### config.mk
export PLATFORM = sky130hd
export DESIGN_NAME = pulse_shrink
export DESIGN_NICKNAME = d
export VERILOG_FILES = /design/src/rtl/pulse_shrink.sv
export SDC_FILE = /design/constraint.sdc
export NUM_CORES = 1
export LEC_CHECK = 0
export ABC_AREA = 1
export BUFFER_PORTS_ARGS = -buffer_cell sky130_fd_sc_hd__buf_2
export CAP_MARGIN = 20
export CELL_PAD_IN_SITES_DETAIL_PLACEMENT = 0
export CELL_PAD_IN_SITES_GLOBAL_PLACEMENT = 1
export CORE_MARGIN = 8
export CORE_UTILIZATION = 37
export DETAILED_ROUTE_END_ITERATION = 10
export GPL_ROUTABILITY_DRIVEN = 0
export GPL_TIMING_DRIVEN = 0
export PLACE_DENSITY = 0.79
export SYNTH_ARGS = -nofsm -noshare
export SYNTH_HDL_FRONTEND = slang
export SYNTH_SLANG_ARGS = --single-unit
### constraint.sdc
create_clock -name i_Sys_clk -period 1.4 [get_ports i_Sys_clk]
set_clock_uncertainty 0.15 [all_clocks]
set_input_delay 0.28 -clock i_Sys_clk [delete_from_list [all_inputs] [get_ports i_Sys_clk]]
set_output_delay 0.28 -clock i_Sys_clk [all_outputs]
set_load 0.05 [all_outputs]
### src/rtl/pulse_shrink.sv
// Pulse qualifier: measures the high time of a stretched pulse on i_Din and
// turns an in-range pulse back into a one-cycle strobe, flagging short/long ones.
module pulse_shrink #(
    parameter int MIN_LEN = 4,
    parameter int MAX_LEN = 40,
    parameter int CNT_W   = 8,
    parameter int GAP_LEN = 2,
    parameter int SYNC_EN = 1
) (
    input  logic             i_Sys_clk,
    input  logic             i_Rst_n,
    input  logic             i_Din,
    output logic             o_Pulse,
    output logic [CNT_W-1:0] o_Width,
    output logic             o_Width_vld,
    output logic             o_Err_short,
    output logic             o_Err_long,
    output logic             o_Busy
);

    localparam int GAP_W = $clog2(GAP_LEN + 1);

    localparam logic [1:0] S_IDLE = 2'd0;
    localparam logic [1:0] S_MEAS = 2'd1;
    localparam logic [1:0] S_OVER = 2'd2;
    localparam logic [1:0] S_GAP  = 2'd3;

    localparam logic [CNT_W-1:0] MIN_C   = CNT_W'(MIN_LEN);
    localparam logic [CNT_W-1:0] MAX_C   = CNT_W'(MAX_LEN);
    localparam logic [GAP_W-1:0] GAP_C   = GAP_W'(GAP_LEN);
    localparam logic [1:0]       S_AFTER = (GAP_LEN == 1) ? S_IDLE : S_GAP;

    if (MIN_LEN < 1 || MAX_LEN < MIN_LEN || CNT_W < 2 || CNT_W > 30 ||
        MAX_LEN > (1 << CNT_W) - 2 || GAP_LEN < 1 ||
        (SYNC_EN != 0 && SYNC_EN != 1)) begin : g_bad_param
        $error("pulse_shrink: illegal parameter combination");
    end

    logic din_s;

    // Synchronizer resets high so a line already high at reset is ignored
    if (SYNC_EN != 0) begin : g_sync
        logic [1:0] sync_q;
        always_ff @(posedge i_Sys_clk) begin
            if (!i_Rst_n) begin
                sync_q <= 2'b11;
            end else begin
                sync_q <= {sync_q[0], i_Din};
            end
        end
        assign din_s = sync_q[1];
    end else begin : g_nosync
        assign din_s = i_Din;
    end

    logic [1:0]       state;
    logic [1:0]       state_n;
    logic [CNT_W-1:0] cnt;
    logic [CNT_W-1:0] cnt_n;
    logic [GAP_W-1:0] gap_cnt;
    logic [GAP_W-1:0] gap_n;
    logic [CNT_W-1:0] width_n;
    logic             pulse_n;
    logic             short_n;
    logic             long_n;

    always_comb begin
        state_n = state;
        cnt_n   = cnt;
        gap_n   = gap_cnt;
        width_n = o_Width;
        pulse_n = 1'b0;
        short_n = 1'b0;
        long_n  = 1'b0;
        unique case (state)
            S_IDLE: begin
                if (din_s) begin
                    state_n = S_MEAS;
                    cnt_n   = CNT_W'(1);
                end
            end
            S_MEAS: begin
                if (din_s) begin
                    if (cnt < MAX_C) begin
                        cnt_n = cnt + 1'b1;
                    end else begin
                        state_n = S_OVER;
                        long_n  = 1'b1;
                    end
                end else begin
                    if (cnt >= MIN_C) begin
                        pulse_n = 1'b1;
                        width_n = cnt;
                    end else begin
                        short_n = 1'b1;
                    end
                    state_n = S_AFTER;
                    gap_n   = GAP_W'(1);
                end
            end
            S_OVER: begin
                if (!din_s) begin
                    state_n = S_AFTER;
                    gap_n   = GAP_W'(1);
                end
            end
            S_GAP: begin
                // Any high inside the gap is a glitch: restart the low run
                if (din_s) begin
                    gap_n = '0;
                end else begin
                    gap_n = gap_cnt + 1'b1;
                    if (gap_n == GAP_C) begin
                        state_n = S_IDLE;
                    end
                end
            end
            default: state_n = S_GAP;
        endcase
    end

    always_ff @(posedge i_Sys_clk) begin
        if (!i_Rst_n) begin
            state       <= S_GAP;
            cnt         <= '0;
            gap_cnt     <= '0;
            o_Width     <= '0;
            o_Pulse     <= 1'b0;
            o_Width_vld <= 1'b0;
            o_Err_short <= 1'b0;
            o_Err_long  <= 1'b0;
            o_Busy      <= 1'b1;
        end else begin
            state       <= state_n;
            cnt         <= cnt_n;
            gap_cnt     <= gap_n;
            o_Width     <= width_n;
            o_Pulse     <= pulse_n;
            o_Width_vld <= pulse_n;
            o_Err_short <= short_n;
            o_Err_long  <= long_n;
            o_Busy      <= (state_n != S_IDLE);
        end
    end

endmodule

; Yosys cells after proc, flatten, opt, wreduce, memory -nomap -nowiden
; Index checks and enable logic that the tools add are counted.
[word_totals]
regBits = 26
latchBits = 0
ramBits = 0
rom_bits = 0
inputBits = 3
out_inout_bits = 13
word_cells = 51
memories = 0
[op_classes]
addsub = 2
mul = 0
div_mod_pow = 0
magnitude_cmp = 2
n_eq_ne = 8
shift = 0
mux = 17
n_bitwise = 3
n_reduce_logical = 10
[op_table]
columns = op, count
row1 = 8-bit 2-to-1 mux, 3
row2 = 2-bit 2-to-1 mux, 8
row3 = 8-bit case mux with 2 select lines, 1
row4 = 8-bit by 1-bit adder with 8-bit output (second input constant), 1
row5 = 8-bit by 3-bit >= comparator with 1-bit output (second input constant), 1
row6 = 8-bit by 6-bit less-than comparator with 1-bit output (second input constant), 1
row7 = 2-bit != test (second input constant), 4
row8 = 2-bit case mux with 4 select lines, 1
row9 = 2-bit == test (second input constant), 3
row10 = 3-bit AND reduction, 2
row11 = 2-bit nonzero test, 3
row12 = 2-bit case mux with 2 select lines, 1
row13 = 4-bit AND reduction, 1
row14 = 1-bit 2-to-1 mux, 3
row15 = 1-bit inverter, 3
row16 = 3-bit OR reduction, 1
row17 = 2-bit by 1-bit adder with 2-bit output (second input constant), 1
row18 = 2-bit by 1-bit == test with 1-bit output (second input constant), 1
row19 = 2-bit zero test, 1
row20 = 2-bit AND reduction, 1
row21 = 2-bit OR reduction, 1

; Depth between registers and ports, before layout
; Gate-level depths: netlist of the first run.
[depth]
ltp_word = 6
depth_mapped = 9
ltp_nobuf = 9

; Worst setup path after synthesis of the first run
; Ideal clock, no wire load.
[synth_timing]
path_type = register to register
startpoint = register state[0]
endpoint = register cnt[0]
setup_ns = 0.117
arrival_time_ns = 1.228
required_ns = 1.133
path_slack_ns = -0.095
path_stages_with_launch = 8
path_buffers = 0
synth_period_minus_slack_ns = 1.495
path_cell_list = dfxtp_1 > inv_1 > ha_1 > inv_1 > a21oi_4 > nand2_2 > nor3_1 > nor2_1
[synth_via]
elab_chain_len = 3
elab_cells_between_ends = 8
cone_classes = eq/ne: 4 / mux: 1 / reduce/logical: 3
[synth_lines]
columns = element, line_no
row1 = start: declaration, 56  ; logic [1:0] state;
row2 = start signal: assignment, 134  ; state <= state_n;
row3 = 2-bit by 1-bit == test with 1-bit output or 2-bit zero test (tied branches), 75  ; unique case (state)
row4 = 2-bit != test (no source line) or 2-bit nonzero test (tied branches), --
row5 = 4-bit AND reduction (no source line), --
row6 = end signal: assignment, 135  ; cnt <= cnt_n;
row7 = end: declaration, 58  ; logic [CNT_W-1:0] cnt;
; Several ways; a longest one is shown, not always the timed one.
; A chain may end at the register's enable or synchronous reset.

; Worst setup path in the final report of the first run
; Same ends and word-level chain as after synthesis.

==> summary.txt, run 1 <==
Critical path buffers and inverters -> 2
Yosys warnings -> 0
Setup_tns -> -0.296 ns
First-pass GRT wire length -> 4.46 mm
Share of cells above drive strength 1 -> 0.372
RSZ-0062 raised after global routing -> true
Final HPWL DP -> 1.89 mm
Netlist cell types -> 21
Die height -> 73.6 um
Number of port buffers -> 15
Area contributors post-synth -> dfxtp_1, nand2_1, nor2_1, ha_1, inv_1
Clk root buf -> clkbuf_4
Fin. max-slew vios -> 0
Yosys top cell area share -> 0.424
Area growth from synthesis to layout -> 31.7%
Nets -> 203
R2r worst-path depth -> 8
Seq/Total Area, Yosys -> 0.424
Crit-path max FO -> 8
Overflow after GRT -> 0
Worst rel slew slack -> 0.748
Clock slew at reported path FFs -> 0.13 ns
Die ar. -> 5420 um^2
Worst reg2reg startpoint -> state[0]
IO Pins -> 16
Failing checks -> setup timing
Hold Vio Cnt, Final -> 0
Delay-heaviest family, CP -> flip-flops
Drt drc -> 0
LEAKAGE -> 0.677 nW
Gr usage total -> 0.103
Initial antenna violation count -> 0
Finished Layout Cells -> 237
Inserted Diodes -> 0
Status -> complete, but fails checks
Final Util -> 0.496
Synth area leader -> dfxtp_1
Vias/cell -> 4.62
Worst-Skew Late Latency -> 0.32 ns
Number of clock sinks -> 26
Mapped Area -> 1230 um^2
Cell row count -> 21
Most used DFF post-synth -> dfxtp_1
Worst-margin pin slew -> 0.376 ns
CTS Buf Count -> 3
Synth cell count leaders -> nand2_1, dfxtp_1, nor2_1
Max stage delay cell, worst path -> dfxtp_4
Iteration-0 DRC Markers -> 50
Worst Setup SP -> state[0]
Cells after synthesis -> 160
Crit path launch type -> flip-flop
Cells after DPL -> 221
Most frequent cell after synthesis -> nand2_1
HP Class -> primary input to flip-flop
Cell Chain, Critical Path -> inv_6 > ha_4 > inv_4 > a21oi_4 > nand2_4 > nand2_2 > nand2_1 > nor2_1
R2R Setup Slk -> -0.06 ns
Kind of critical path -> flip-flop to flip-flop
First drt pass iteration count -> 4
Final WS setup -> -0.0555 ns
Kind of end point of the critical path -> flip-flop
Final wirelength -> 2.74 mm
Total Power -> 0.00187 W
Post-synthesis register bit count -> 26
Initial Util -> 0.377
H-tree levels -> 1
Syn Nets -> 170
Fin crit share -> 1.04
CP max stage delay -> 0.40 ns
Post-route ant nets -> 0
Max Fclk -> 687 MHz
Post-Syn Area per Cell -> 7.67 um^2
WP data arrival -> 1.57 ns
CTS tree -> built
Worst IR Drop VDD -> 619 uV
Max-cap violations -> 0
CP Capture Point -> cnt[0]
Pin count of the biggest net entering global routing -> 14
Required @ worst endpoint -> 1.52 ns
Critical path depth in cells -> 8
Pwr dens -> 1160 nW/um^2
Vias in the first global route -> 1045
WL/cell -> 11.6 um
Post-synth ARST share -> 0
Core Area -> 3260 um^2
Tmin final -> 1.46 ns
Clk buf depth -> 2
Reg2reg end -> cnt[0]
Post-synth EDFFs -> 0
Setup violators final -> 14
Die W -> 73.6 um
Via count -> 1095
-- worst reg2reg max path, stage by stage, from the launching register on --
cell and delay, ns:
dfxtp_4 0.40, inv_6 0.08, ha_4 0.15, inv_4 0.04, a21oi_4 0.26, nand2_4 0.12, nand2_2 0.07, nand2_1 0.05
nor2_1 0.10
-- state kept, by name, indices dropped and copies added (netlist names) --
signal	cells
o_Err_short	1
state	2
o_Busy	1
o_Width_vld	1
g_sync.sync_q	2
gap_cnt	2
cnt	8
o_Err_long	1
o_Width	8
-- cell type report --
type | instances | area, um^2
multi-input cells | 113 | 696
repair buffers | 26 | 181
flip-flops and latches | 26 | 529
clock buffers | 3 | 22.5
well taps | 46 | 57.6
plain buffers | 3 | 30.0
fillers | 338 | 1640
inverters | 20 | 100
-- cells by family after synthesis --
family                   after synthesis  share of synthesized area
AND/OR/NAND/NOR                       86                      0.330
buffers and inverters                 23                     0.0917
AO/OA/AOI/OAI                         18                     0.0826
adder cells (fa/ha/maj)                7                     0.0714
flip-flops                            26                      0.424
-- worst min-delay path by stage --
stage	from	end	slack, ns	cells after the start
floorplan	i_Din	g_sync.sync_q[0]	0.24	1
global placement	g_sync.sync_q[0]	g_sync.sync_q[1]	0.25	1
detailed placement	g_sync.sync_q[0]	g_sync.sync_q[1]	0.25	1
CTS	i_Rst_n	o_Width[5]	0.12	3
global route	i_Rst_n	o_Width[5]	0.13	3
finish	i_Rst_n	o_Width[5]	0.14	3
-- layout by cell type (no fill, tap or decap), drive strengths merged --
cell type,instances
nor2,28
nor4,1
or2,3
clkbuf,9
ha,7
dlygate4sd3,1
dfxtp,26
o21ai,9
nand3,12
buf,22
inv,20
nand4,5
nand2,36
nor3,3
a21oi,9
-- through the flow --
| stage | setup slack (ns) | hold WS, ns | cell area, um^2 |
|---|---|---|---|
| floorplan | 0.000187 | 0.237 | 1260 |
| global placement | -0.130 | 0.246 | 1390 |
| detailed placement | -0.156 | 0.252 | 1390 |
| CTS | -0.0625 | 0.120 | 1550 |
| global route | -0.139 | 0.131 | 1620 |
| finish | -0.0555 | 0.139 | 1620 |
-- power by group --
part           leakage (nW)  switching [W]  internal (W)  total [W]
combinational         0.452       0.000413      0.000291   0.000704
clock                0.0138       0.000212      0.000101   0.000313
sequential            0.211      0.0000539      0.000797   0.000851
total                 0.677       0.000679       0.00119    0.00187
-- layer usage --
| metal | vias up | share of wire | global-route usage |
|---|---|---|---|
| met1 | 494 | 0.46 | 0.113 |
| met3 | 5 | 0.055 | 0.0259 |
| met5 | - | 0 | 0 |
| met2 | 18 | 0.48 | 0.181 |
| met4 | 0 | 0.011 | 0.0421 |
| li1 | 578 | - | - |
-- what timing repair did --
item | CTS | global route
setup buffers | 8 | 2
cloned | 1 | 1
pin swaps | 10 | 5
hold endpoints to repair | 1 | 0
resized for setup | 21 | 23
setup endpoints to repair | 22 | 29
hold buffers | 1 | 0
No activity file was read; power rests on OpenSTA's default activity.
==> run 2: changes to the inputs <==
--- a/config.mk
+++ b/config.mk
@@ -11,11 +11,12 @@
 export CELL_PAD_IN_SITES_DETAIL_PLACEMENT = 0
 export CELL_PAD_IN_SITES_GLOBAL_PLACEMENT = 1
 export CORE_MARGIN = 8
-export CORE_UTILIZATION = 37
+export CORE_UTILIZATION = 41
 export DETAILED_ROUTE_END_ITERATION = 10
 export GPL_ROUTABILITY_DRIVEN = 0
 export GPL_TIMING_DRIVEN = 0
-export PLACE_DENSITY = 0.79
+export PLACE_DENSITY = 0.82
+export SETUP_SLACK_MARGIN = 0.1
 export SYNTH_ARGS = -nofsm -noshare
 export SYNTH_HDL_FRONTEND = slang
 export SYNTH_SLANG_ARGS = --single-unit
==> constraint.sdc (replaced) <==
create_clock -name i_Sys_clk -period 1.47 [get_ports i_Sys_clk]
set_clock_uncertainty 0.15 [all_clocks]
set_input_delay 0.294 -clock i_Sys_clk [delete_from_list [all_inputs] [get_ports i_Sys_clk]]
set_output_delay 0.294 -clock i_Sys_clk [all_outputs]
set_load 0.05 [all_outputs]
==> run 2 against run 1 <==
  * The flow still finishes with violations (setup timing)
  * Die area decreased by 7.7%
  * Clock power increased by 17%
  * Count of clock-buffer cells in the layout increased by 1
  * Sequential cell count unchanged
  * Fmax decreased by 2.6%
==> summary.txt, run 2 (synthesized netlist as in run 1, its figures left out) <==
Critical path depth in cells -> 8 (unchanged)
First-pass GRT wire length -> 4.31 mm (-3.4%)
Initial antenna violation count -> 0 (unchanged)
Number of clock sinks -> 26 (unchanged)
Area growth from synthesis to layout -> 32.6%
CTS tree -> built
Via count -> 1073 (-2.0%)
WHS Path Cells -> 3 (unchanged)
Max stage delay cell, worst path -> dfxtp_4
Max Fclk -> 669 MHz (-2.6%)
First drt pass iteration count -> 4 (unchanged)
Setup_tns -> -0.104 ns (+0.192 ns)
Pwr dens -> 1170 nW/um^2 (+1.4%)
Die ar. -> 5000 um^2 (-7.7%)
Cells after DPL -> 208 (-5.9%)
Final HPWL DP -> 1.84 mm (-2.3%)
Largest registers -> cnt: 8 flops, o_Width: 8 flops
Clk root buf -> clkbuf_4
Status -> complete, but fails checks
R2R Setup Slk -> -0.02 ns (+0.03 ns)
Hold Crit Start -> i_Rst_n
Crit path launch type -> flip-flop
WL/cell -> 11.8 um (+2.1%)
Worst-margin pin slew -> 0.341 ns (-0.0346 ns)
Kind of critical path -> flip-flop to flip-flop
Crit-path max FO -> 5 (-3)
H-tree levels -> 1 (unchanged)
Vias in the first global route -> 1028 (-1.6%)
Setup violators final -> 5 (-9)
Nets -> 200 (-1.5%)
Failing checks -> setup timing
Hold Vio Cnt, Final -> 0 (unchanged)
Cell row count -> 20 (-4.8%)
Clock slew at reported path FFs -> 0.14 ns (about the same)
Final Util -> 0.551 (+0.0551)
Gr usage total -> 0.103 (+0.000318)
WP data arrival -> 1.58 ns (about the same)
Clk buf depth -> 2 (unchanged)
CTS Buf Count -> 3 (unchanged)
Worst hold margin -> 0.154 ns (+0.0151 ns)
Iteration-0 DRC Markers -> 32 (-36%)
HP Class -> primary input to flip-flop
Inserted Diodes -> 0 (unchanged)
RSZ-0062 raised after global routing -> true
Fin crit share -> 1.02 (-0.0231)
Max-cap violations -> 0 (unchanged)
Final WS setup -> -0.0243 ns (+0.0312 ns)
Number of port buffers -> 15 (unchanged)
R2r worst-path depth -> 8 (unchanged)
CP max stage delay -> 0.39 ns (about the same)
IO Pins -> 16 (unchanged)
Worst reg2reg startpoint -> state[1]
Share of cells above drive strength 1 -> 0.349 (-0.0225)
Core Area -> 2950 um^2 (-9.4%)
LEAKAGE -> 0.719 nW (+6.2%)
Tmin final -> 1.49 ns (+0.0388 ns)
Drt drc -> 0 (unchanged)
Delay-heaviest family, CP -> flip-flops
Worst-Skew Late Latency -> 0.32 ns (about the same)
Die height -> 70.7 um (-3.9%)
Kind of end point of the critical path -> flip-flop
Overflow after GRT -> 0 (unchanged)
Dpl ws -> -0.0477 ns (+0.108 ns)
Final wirelength -> 2.62 mm (-4.4%)
Finished Layout Cells -> 222 (-6.3%)
Pin count of the biggest net entering global routing -> 15 (+1)
Post-route ant nets -> 0 (unchanged)
Vias/cell -> 4.83 (+4.6%)
Cell Chain, Critical Path -> inv_4 > ha_4 > inv_6 > a21oi_4 > buf_4 > nand2_4 > nor3_2 > nor2_1
Fin. max-slew vios -> 0 (unchanged)
Reg2reg end -> cnt[0]
Worst IR Drop VDD -> 629 uV (+1.7%)
Initial Util -> 0.416 (+0.0389)
Most common cell after layout, fill and taps aside -> nand2_1
Required @ worst endpoint -> 1.55 ns (+0.03 ns)
Hold EP -> o_Width[5]
Die W -> 70.7 um (-3.9%)
Most frequent cells in the layout -> nand2_1, nor2_1, dfxtp_1
Worst rel slew slack -> 0.771 (+0.0232)
Critical path buffers and inverters -> 3 (+1)
-- run 2: cell count changes in the layout (fill, tap and decap cells not counted), moves of 3 or more --
cell	previous run	this run
nand2_2	9	2
buf_2	8	2
buf_6	1	5
buf_4	12	15
clkbuf_4	9	6
nand2_1	25	28
nand2_4	2	5
o21ai_0	2	5
o21ai_1	7	4
-- run 2: per-stage QoR --
stage / area [um^2] / total power [W]
after detailed placement: 1380 / 0.00132
after global placement: 1380 / 0.00131
final: 1630 / 0.00191
after floorplan: 1260 / 0.00122
after CTS: 1540 / 0.00181
after global routing: 1630 / 0.00201
-- run 2: layout make-up --
cell class | count | area, um^2
plain buffers | 3 | 37.5
clock buffers | 4 | 36.3
fillers | 284 | 1330
inverters | 20 | 95.1
multi-input cells | 111 | 683
flip-flops and latches | 26 | 531
well taps | 33 | 41.3
repair buffers | 25 | 204
-- run 2: routing by layer --
layer	wire length (um)	GRT usage	vias up
met5	0	0	-
met4	15	0.0346	0
met2	1280	0.181	18
li1	-	-	571
met1	1250	0.118	482
met3	79	0.0254	2
-- run 2: worst max-delay path by stage --
stage	from	end	slack, ns
floorplan	state[0]	cnt[0]	0.11
global placement	state[0]	cnt[0]	-0.01
detailed placement	state[0]	cnt[0]	-0.05
CTS	state[1]	cnt[2]	0.005
global route	state[1]	cnt[2]	-0.11
finish	state[1]	cnt[0]	-0.02
-- run 2: worst reg2reg max path: cells and delay by family, from the launching register on --
| family | cells | cell delay (ns) |
|---|---|---|
| DFF | 1 | 0.39 |
| buffers and inverters | 3 | 0.28 |
| adders and majority gates | 1 | 0.17 |
| and+or+nand+nor | 3 | 0.22 |
| AOI/OAI and AO/OA | 1 | 0.19 |
-- run 2: power by group --
part           total (W)  internal (W)  switching (W)
registers       0.000809      0.000760      0.0000490
clock network   0.000367      0.000152       0.000215
logic           0.000732      0.000323       0.000408
total            0.00191       0.00123       0.000672
-- run 2: timing repair --
item	in CTS	in global routing
endpoints found under the setup margin	31	28
hold endpoints to repair	1	0
pin swaps	6	12
hold buffers	1	0
resized for setup	26	21
buffers inserted	6	3
